<file path="src/rtl/watch_pkg.sv">
// Shared types and constants for the watch time-setting path.
// Rev 1.0 - initial release.
`default_nettype none

package watch_pkg;

  typedef enum logic [1:0] {
    S_TENS = 2'd0,
    S_ONES = 2'd1,
    S_OUT  = 2'd2
  } entry_state_t;

  localparam logic [1:0] ERR_NONE    = 2'b00;
  localparam logic [1:0] ERR_DIGIT   = 2'b01;
  localparam logic [1:0] ERR_RANGE   = 2'b10;
  localparam logic [1:0] ERR_TIMEOUT = 2'b11;

  localparam logic [3:0] BCD_DIGIT_MAX = 4'd9;

endpackage

`default_nettype wire

</file>
<file path="src/rtl/bcd_entry_to_binary_if.sv">
// Digit-entry handshake and result bundle for bcd_entry_to_binary.
// Rev 1.0 - initial release.
`default_nettype none

interface bcd_entry_to_binary_if;
  logic       digit_valid;
  logic [3:0] digit;
  logic       digit_ready;
  logic [7:0] value;
  logic       value_valid;
  logic       err;
  logic [1:0] err_code;
  logic       busy;

  modport master (
    output digit_valid, digit,
    input  digit_ready, value, value_valid, err, err_code, busy
  );

  modport slave (
    input  digit_valid, digit,
    output digit_ready, value, value_valid, err, err_code, busy
  );
endinterface

`default_nettype wire

</file>
<file path="src/rtl/bcd_pair_to_bin.sv">
// Combinational two-digit BCD to binary: bin = tens*10 + ones (max 99, no overflow).
// Rev 1.0 - initial release.
`default_nettype none

module bcd_pair_to_bin (
  input  logic [3:0] tens,
  input  logic [3:0] ones,
  output logic [7:0] bin
);

  logic [7:0] tens_w;
  assign tens_w = {4'b0000, tens};
  assign bin    = (tens_w << 3) + (tens_w << 1) + {4'b0000, ones};

endmodule

`default_nettype wire

</file>
<file path="src/rtl/bcd_entry_to_binary.sv">
// Serial two-digit BCD entry with range check; optional S_ONES timeout under BCD_ENTRY_TIMEOUT_EN.
// Rev 1.0 - initial release.
`default_nettype none

module bcd_entry_to_binary
  import watch_pkg::*;
#(
  parameter int MAX_VAL     = 59,
  parameter int TIMEOUT_CYC = 1000
) (
  input  logic                  clk,
  input  logic                  rst,
  bcd_entry_to_binary_if.slave  bus
);

  localparam logic [7:0] MAX_VAL_B = 8'(MAX_VAL);

  entry_state_t state;
  logic [3:0]   tens;
  logic [7:0]   sum;
  logic [7:0]   value_r;
  logic         value_valid_r;
  logic         err_r;
  logic [1:0]   err_code_r;
  logic         digit_bad;

`ifdef BCD_ENTRY_TIMEOUT_EN
  localparam int         CNT_W    = (TIMEOUT_CYC > 2) ? $clog2(TIMEOUT_CYC) : 1;
  localparam logic [CNT_W-1:0] TMO_LAST = CNT_W'(TIMEOUT_CYC - 1);
  logic [CNT_W-1:0] tmo_cnt;
`endif

  bcd_pair_to_bin u_pair (
    .tens (tens),
    .ones (bus.digit),
    .bin  (sum)
  );

  assign digit_bad = (bus.digit > BCD_DIGIT_MAX);

  // Ready is a pure state decode so upstream sees no input-to-output path.
  assign bus.digit_ready = (state != S_OUT);
  assign bus.busy        = (state == S_ONES);
  assign bus.value       = value_r;
  assign bus.value_valid = value_valid_r;
  assign bus.err         = err_r;
  assign bus.err_code    = err_code_r;

  always_ff @(posedge clk) begin
    if (rst) begin
      state         <= S_TENS;
      tens          <= 4'd0;
      value_r       <= 8'd0;
      value_valid_r <= 1'b0;
      err_r         <= 1'b0;
      err_code_r    <= ERR_NONE;
`ifdef BCD_ENTRY_TIMEOUT_EN
      tmo_cnt       <= '0;
`endif
    end else begin
      value_valid_r <= 1'b0;
      err_r         <= 1'b0;
      err_code_r    <= ERR_NONE;
      case (state)
        S_TENS: begin
          if (bus.digit_valid) begin
            if (digit_bad) begin
              err_r      <= 1'b1;
              err_code_r <= ERR_DIGIT;
            end else begin
              tens  <= bus.digit;
              state <= S_ONES;
`ifdef BCD_ENTRY_TIMEOUT_EN
              tmo_cnt <= '0;
`endif
            end
          end
        end
        S_ONES: begin
          // A transfer on the terminal-count cycle takes priority over timeout.
          if (bus.digit_valid) begin
            if (digit_bad) begin
              err_r      <= 1'b1;
              err_code_r <= ERR_DIGIT;
              state      <= S_TENS;
            end else if (sum > MAX_VAL_B) begin
              err_r      <= 1'b1;
              err_code_r <= ERR_RANGE;
              state      <= S_TENS;
            end else begin
              value_r       <= sum;
              value_valid_r <= 1'b1;
              state         <= S_OUT;
            end
          end
`ifdef BCD_ENTRY_TIMEOUT_EN
          else if (tmo_cnt == TMO_LAST) begin
            err_r      <= 1'b1;
            err_code_r <= ERR_TIMEOUT;
            state      <= S_TENS;
          end else begin
            tmo_cnt <= tmo_cnt + 1'b1;
          end
`endif
        end
        S_OUT: begin
          state <= S_TENS;
        end
        default: begin
          state <= S_TENS;
        end
      endcase
    end
  end

endmodule

`default_nettype wire
</file>
<file path="src/flat_wrapper.sv">
// flat-port wrapper written by rule: the top's interface ports become plain ports
module bcd_entry_to_binary_flat import watch_pkg::*;
#(
  parameter int MAX_VAL     = 59,
  parameter int TIMEOUT_CYC = 1000
)
  (clk, rst, bus_digit_valid, bus_digit, bus_digit_ready, bus_value, bus_value_valid, bus_err, bus_err_code, bus_busy);
  bcd_entry_to_binary_if bus_i ();
  input  logic clk;
  input  logic rst;
  input wire logic [$bits(bus_i.digit_valid)-1:0] bus_digit_valid;
  input wire logic [$bits(bus_i.digit)-1:0] bus_digit;
  output wire logic [$bits(bus_i.digit_ready)-1:0] bus_digit_ready;
  output wire logic [$bits(bus_i.value)-1:0] bus_value;
  output wire logic [$bits(bus_i.value_valid)-1:0] bus_value_valid;
  output wire logic [$bits(bus_i.err)-1:0] bus_err;
  output wire logic [$bits(bus_i.err_code)-1:0] bus_err_code;
  output wire logic [$bits(bus_i.busy)-1:0] bus_busy;
  assign bus_i.digit_valid = bus_digit_valid;
  assign bus_i.digit = bus_digit;
  assign bus_digit_ready = bus_i.digit_ready;
  assign bus_value = bus_i.value;
  assign bus_value_valid = bus_i.value_valid;
  assign bus_err = bus_i.err;
  assign bus_err_code = bus_i.err_code;
  assign bus_busy = bus_i.busy;
  bcd_entry_to_binary #(.MAX_VAL(MAX_VAL), .TIMEOUT_CYC(TIMEOUT_CYC)) u_core (.clk(clk), .rst(rst), .bus(bus_i));
endmodule
</file>
<file path="config.mk">
export PLATFORM = sky130hd
export DESIGN_NAME = bcd_entry_to_binary_flat
export DESIGN_NICKNAME = d
export VERILOG_FILES = /design/src/rtl/watch_pkg.sv /design/src/rtl/bcd_entry_to_binary_if.sv /design/src/rtl/bcd_pair_to_bin.sv /design/src/rtl/bcd_entry_to_binary.sv /design/src/flat_wrapper.sv
export SDC_FILE = /design/constraint.sdc
export NUM_CORES = 1
export LEC_CHECK = 0
export ABC_AREA = 1
export CAP_MARGIN = 20
export CORE_MARGIN = 5
export CORE_UTILIZATION = 45
export DETAILED_ROUTE_END_ITERATION = 6
export PLACE_DENSITY = 0.75
export RECOVER_POWER = 50
export SLEW_MARGIN = 10
export SYNTH_ARGS = -nofsm -noshare
export SYNTH_HDL_FRONTEND = slang
export SYNTH_HIERARCHICAL = 1
export SYNTH_SLANG_ARGS = --single-unit
</file>
<file path="constraint.sdc">
create_clock -name clk -period 2.9 [get_ports clk]
set_clock_uncertainty 0.1 [all_clocks]
set_input_delay 0.87 -clock clk [delete_from_list [all_inputs] [get_ports clk]]
set_output_delay 0.87 -clock clk [all_outputs]
set_load 0.01 [all_outputs]
</file>
==> impl_metrics.toml <==
[place]
place_inst = 208
dpl.hpwl_um = 1870
place.gp.congestion = 0.755
port_buffers = 20

[final_layout]
final_net_count = 203
syn_to_final_growth_pct = 35.7
fill_cells = 211
final_common_cell = "nand2_1"
final_cell_mix = "nand2_1, inv_1, dfxtp_1"
final_util = 0.656
antennaDiodeCount = 0
seq_area_sq_um = 360
layout-drive-gt1-share = 0.204
fin_cells = 214
multi_input_area_sq_um = 656

[drt]
wire_per_inst_um = 11.5
num_vias = 1045
vias_per_cell = 4.88
drtIter0Drc = 36
drt-total-wl_um = 2470
drc = 0
final_antenna_net_count = 0
detail_route.first_pass.iterations = 4

[worst_setup_path]
slowest_delay_ps = 490
cp.arrival_ps = 2900
crit_type = "input pin to register"
start_kind = "input pin"
cp_max_fo = 5
slowest_stage = "fa_1"
rrSetupSlack_ps = 310
reg2reg_from = "u_core/tens[0]$_SDFFE_PP0P_"
worstPathCellList = "clkbuf_2, inv_2, fa_1, fa_2, inv_2, nand3_1, nand3_1, nand2_1, or2_4, nor2_8, nand3_4, nand2_2, inv_1, nor2_1"
required_ps = 3030
crit_path_end_kind = "register"
crit_start = "bus_digit[3]"

[grt]
grt_overflow_total = 0
grt_usage = 0.158
grt_max_degree = 18
grt_pass1_vias = 996
grt_pass1_wl_um = 4240
antenna_found_initial = 0

[sta]
slew_headroom = 0.478
rsz0062_at_grt = "no"
hold_slack_ps = 366
hold_violations = 0
tightestPinTransition_ps = 784
finalSetupViolCount = 0
max_freq_mhz = 361
layout_min_cycle_time_ps = 2770
final.period_utilization = 0.956
slew_viol_final = 0

[clock_network]
clk_pin_slew_ps = 100
cts_tree = "yes"
cts_root_buffer = "clkbuf_4"
clk_path_buf_depth = 2
clkLatencyLatePin_ps = 290
cts_sinks = 18
h-tree-depth = 1
cts_buffers = 3
cts_hold_buf = 0

[power]
swShare = 0.297
ir_drop_v = 0.000292
finalPower_w = 0.000568
pwr-share-comb = 0.264
power_density_mw_per_mm2 = 384
intPower_w = 0.000400
pwr-share-clk = 0.273
leakagePower_nw = 0.716
p_seq_frac = 0.463
switching_power_w = 0.000169

[worst_hold_path]
hp-start = "u_core/bus.value[7]$_SDFFE_PP0P_"
min_path_type = "register to register"

[logic_synthesis]
synth_cell_types = 20
synth_top_area_cell = "dfxtp_1"
synth_top_area_share = 0.331
synth_seq_cells = 18
synth_nets = 170
seq_area_frac_synth = 0.331
synth_cells = 154
synth_area_leaders = "dfxtp_1, nand2_1, inv_1, ha_1, nand4_1"
syn-cell-area_sq_mm = 0.00109
syn_area_per_cell_sq_um = 7.08
ys_warn_count = 6

[floorplanning]
fp.coreArea_sq_mm = 0.00225
io_pins = 21
row_count = 17
die_x_um = 59.2
start_util = 0.483
die_h_um = 59.2
die_area_sq_mm = 0.00351

[outcome]
status = "completed"

[run]
cap_violations = 0
-- what timing repair did --
action | in CTS | in global routing
setup buffers | 0 | 0
pin swaps | 10 | 9
gates cloned | 2 | 0
gates resized for setup | 11 | 12
endpoints found under the setup margin | 12 | 12
-- cell usage after synthesis --
library cell,instances
nand2_1,36
inv_1,35
dfxtp_1,18
nor2_1,16
nand4_1,10
nand3_1,9
a21oi_1,8
ha_1,7
fa_1,2
inv_2,2
nor2_8,2
buf_2,1
buf_4,1
clkbuf_1,1
nand3_4,1
nor4_1,1
o21ai_4,1
or2_2,1
or2_4,1
xnor2_1,1
-- layout make-up --
cell class,instances,share of cell area
repair buffers,29,0.171
clock buffers,4,0.0245
flip-flops and latches,18,0.244
well taps,28,0.0237
multi-input cells,98,0.443
inverters,37,0.0939
-- flip-flops by register name, indices dropped and copies added, names as in the netlist --
signal	cells
u_core/bus.err	1
u_core/state	2
u_core/tens	4
u_core/bus.value	8
u_core/bus.err_code	2
u_core/bus.value_valid	1
-- routing by layer --
layer | global-route usage | up-vias | part of all wire
li1 | - | 541 | -
met1 | 0.178 | 471 | 0.42
met2 | 0.296 | 29 | 0.52
met3 | 0.0392 | 4 | 0.043
met4 | 0.0291 | 0 | 0.015
met5 | 0 | - | 0
-- worst paths after layout --
check	to	cells after the start
hold / removal	u_core/bus.value[7]$_SDFFE_PP0P_	2
setup reg to reg	u_core/bus.value[1]$_SDFFE_PP0P_	13
hold reg to reg	u_core/bus.value[7]$_SDFFE_PP0P_	2
setup / recovery	u_core/bus.value[1]$_SDFFE_PP0P_	14
-- power by group through the flow --
stage               Sequential [W]  Combinational, W  Clock (W)
floorplan                 0.000269         0.0000815          0
global placement          0.000268          0.000134          0
detailed placement        0.000269          0.000138          0
CTS                       0.000263          0.000146   0.000159
global route              0.000265          0.000168   0.000171
finish                    0.000263          0.000150   0.000155
-- critical path, delay by kind of cell --
| kind | cells | cell delay, ps |
|---|---|---|
| buffers and inverters | 4 | 240 |
| adder cells (fa/ha/maj) | 2 | 870 |
| AND/OR/NAND/NOR | 8 | 920 |
-- cell families (layout without fill, tap and decap cells) --
family | after synthesis | after routing | share of synthesized area
adder cells (fa/ha/maj) | 9 | 9 | 0.117
AND/OR/NAND/NOR | 77 | 79 | 0.350
buffers and inverters | 40 | 70 | 0.142
flip-flops | 18 | 18 | 0.331
XOR/XNOR | 1 | 1 | 0.00804
AO/OA/AOI/OAI | 9 | 9 | 0.0517
-- through the flow --
stage / cell area (sq um) / setup TNS, ps / worst slack (ps)
floorplan: 1090 / 0 / 3.96
global placement: 1380 / -6570 / -579
detailed placement: 1380 / -7440 / -674
CTS: 1460 / 0 / 5.20
global route: 1480 / 0 / 25.2
finish: 1480 / 0 / 129
(Power assumes the default switching activity.)
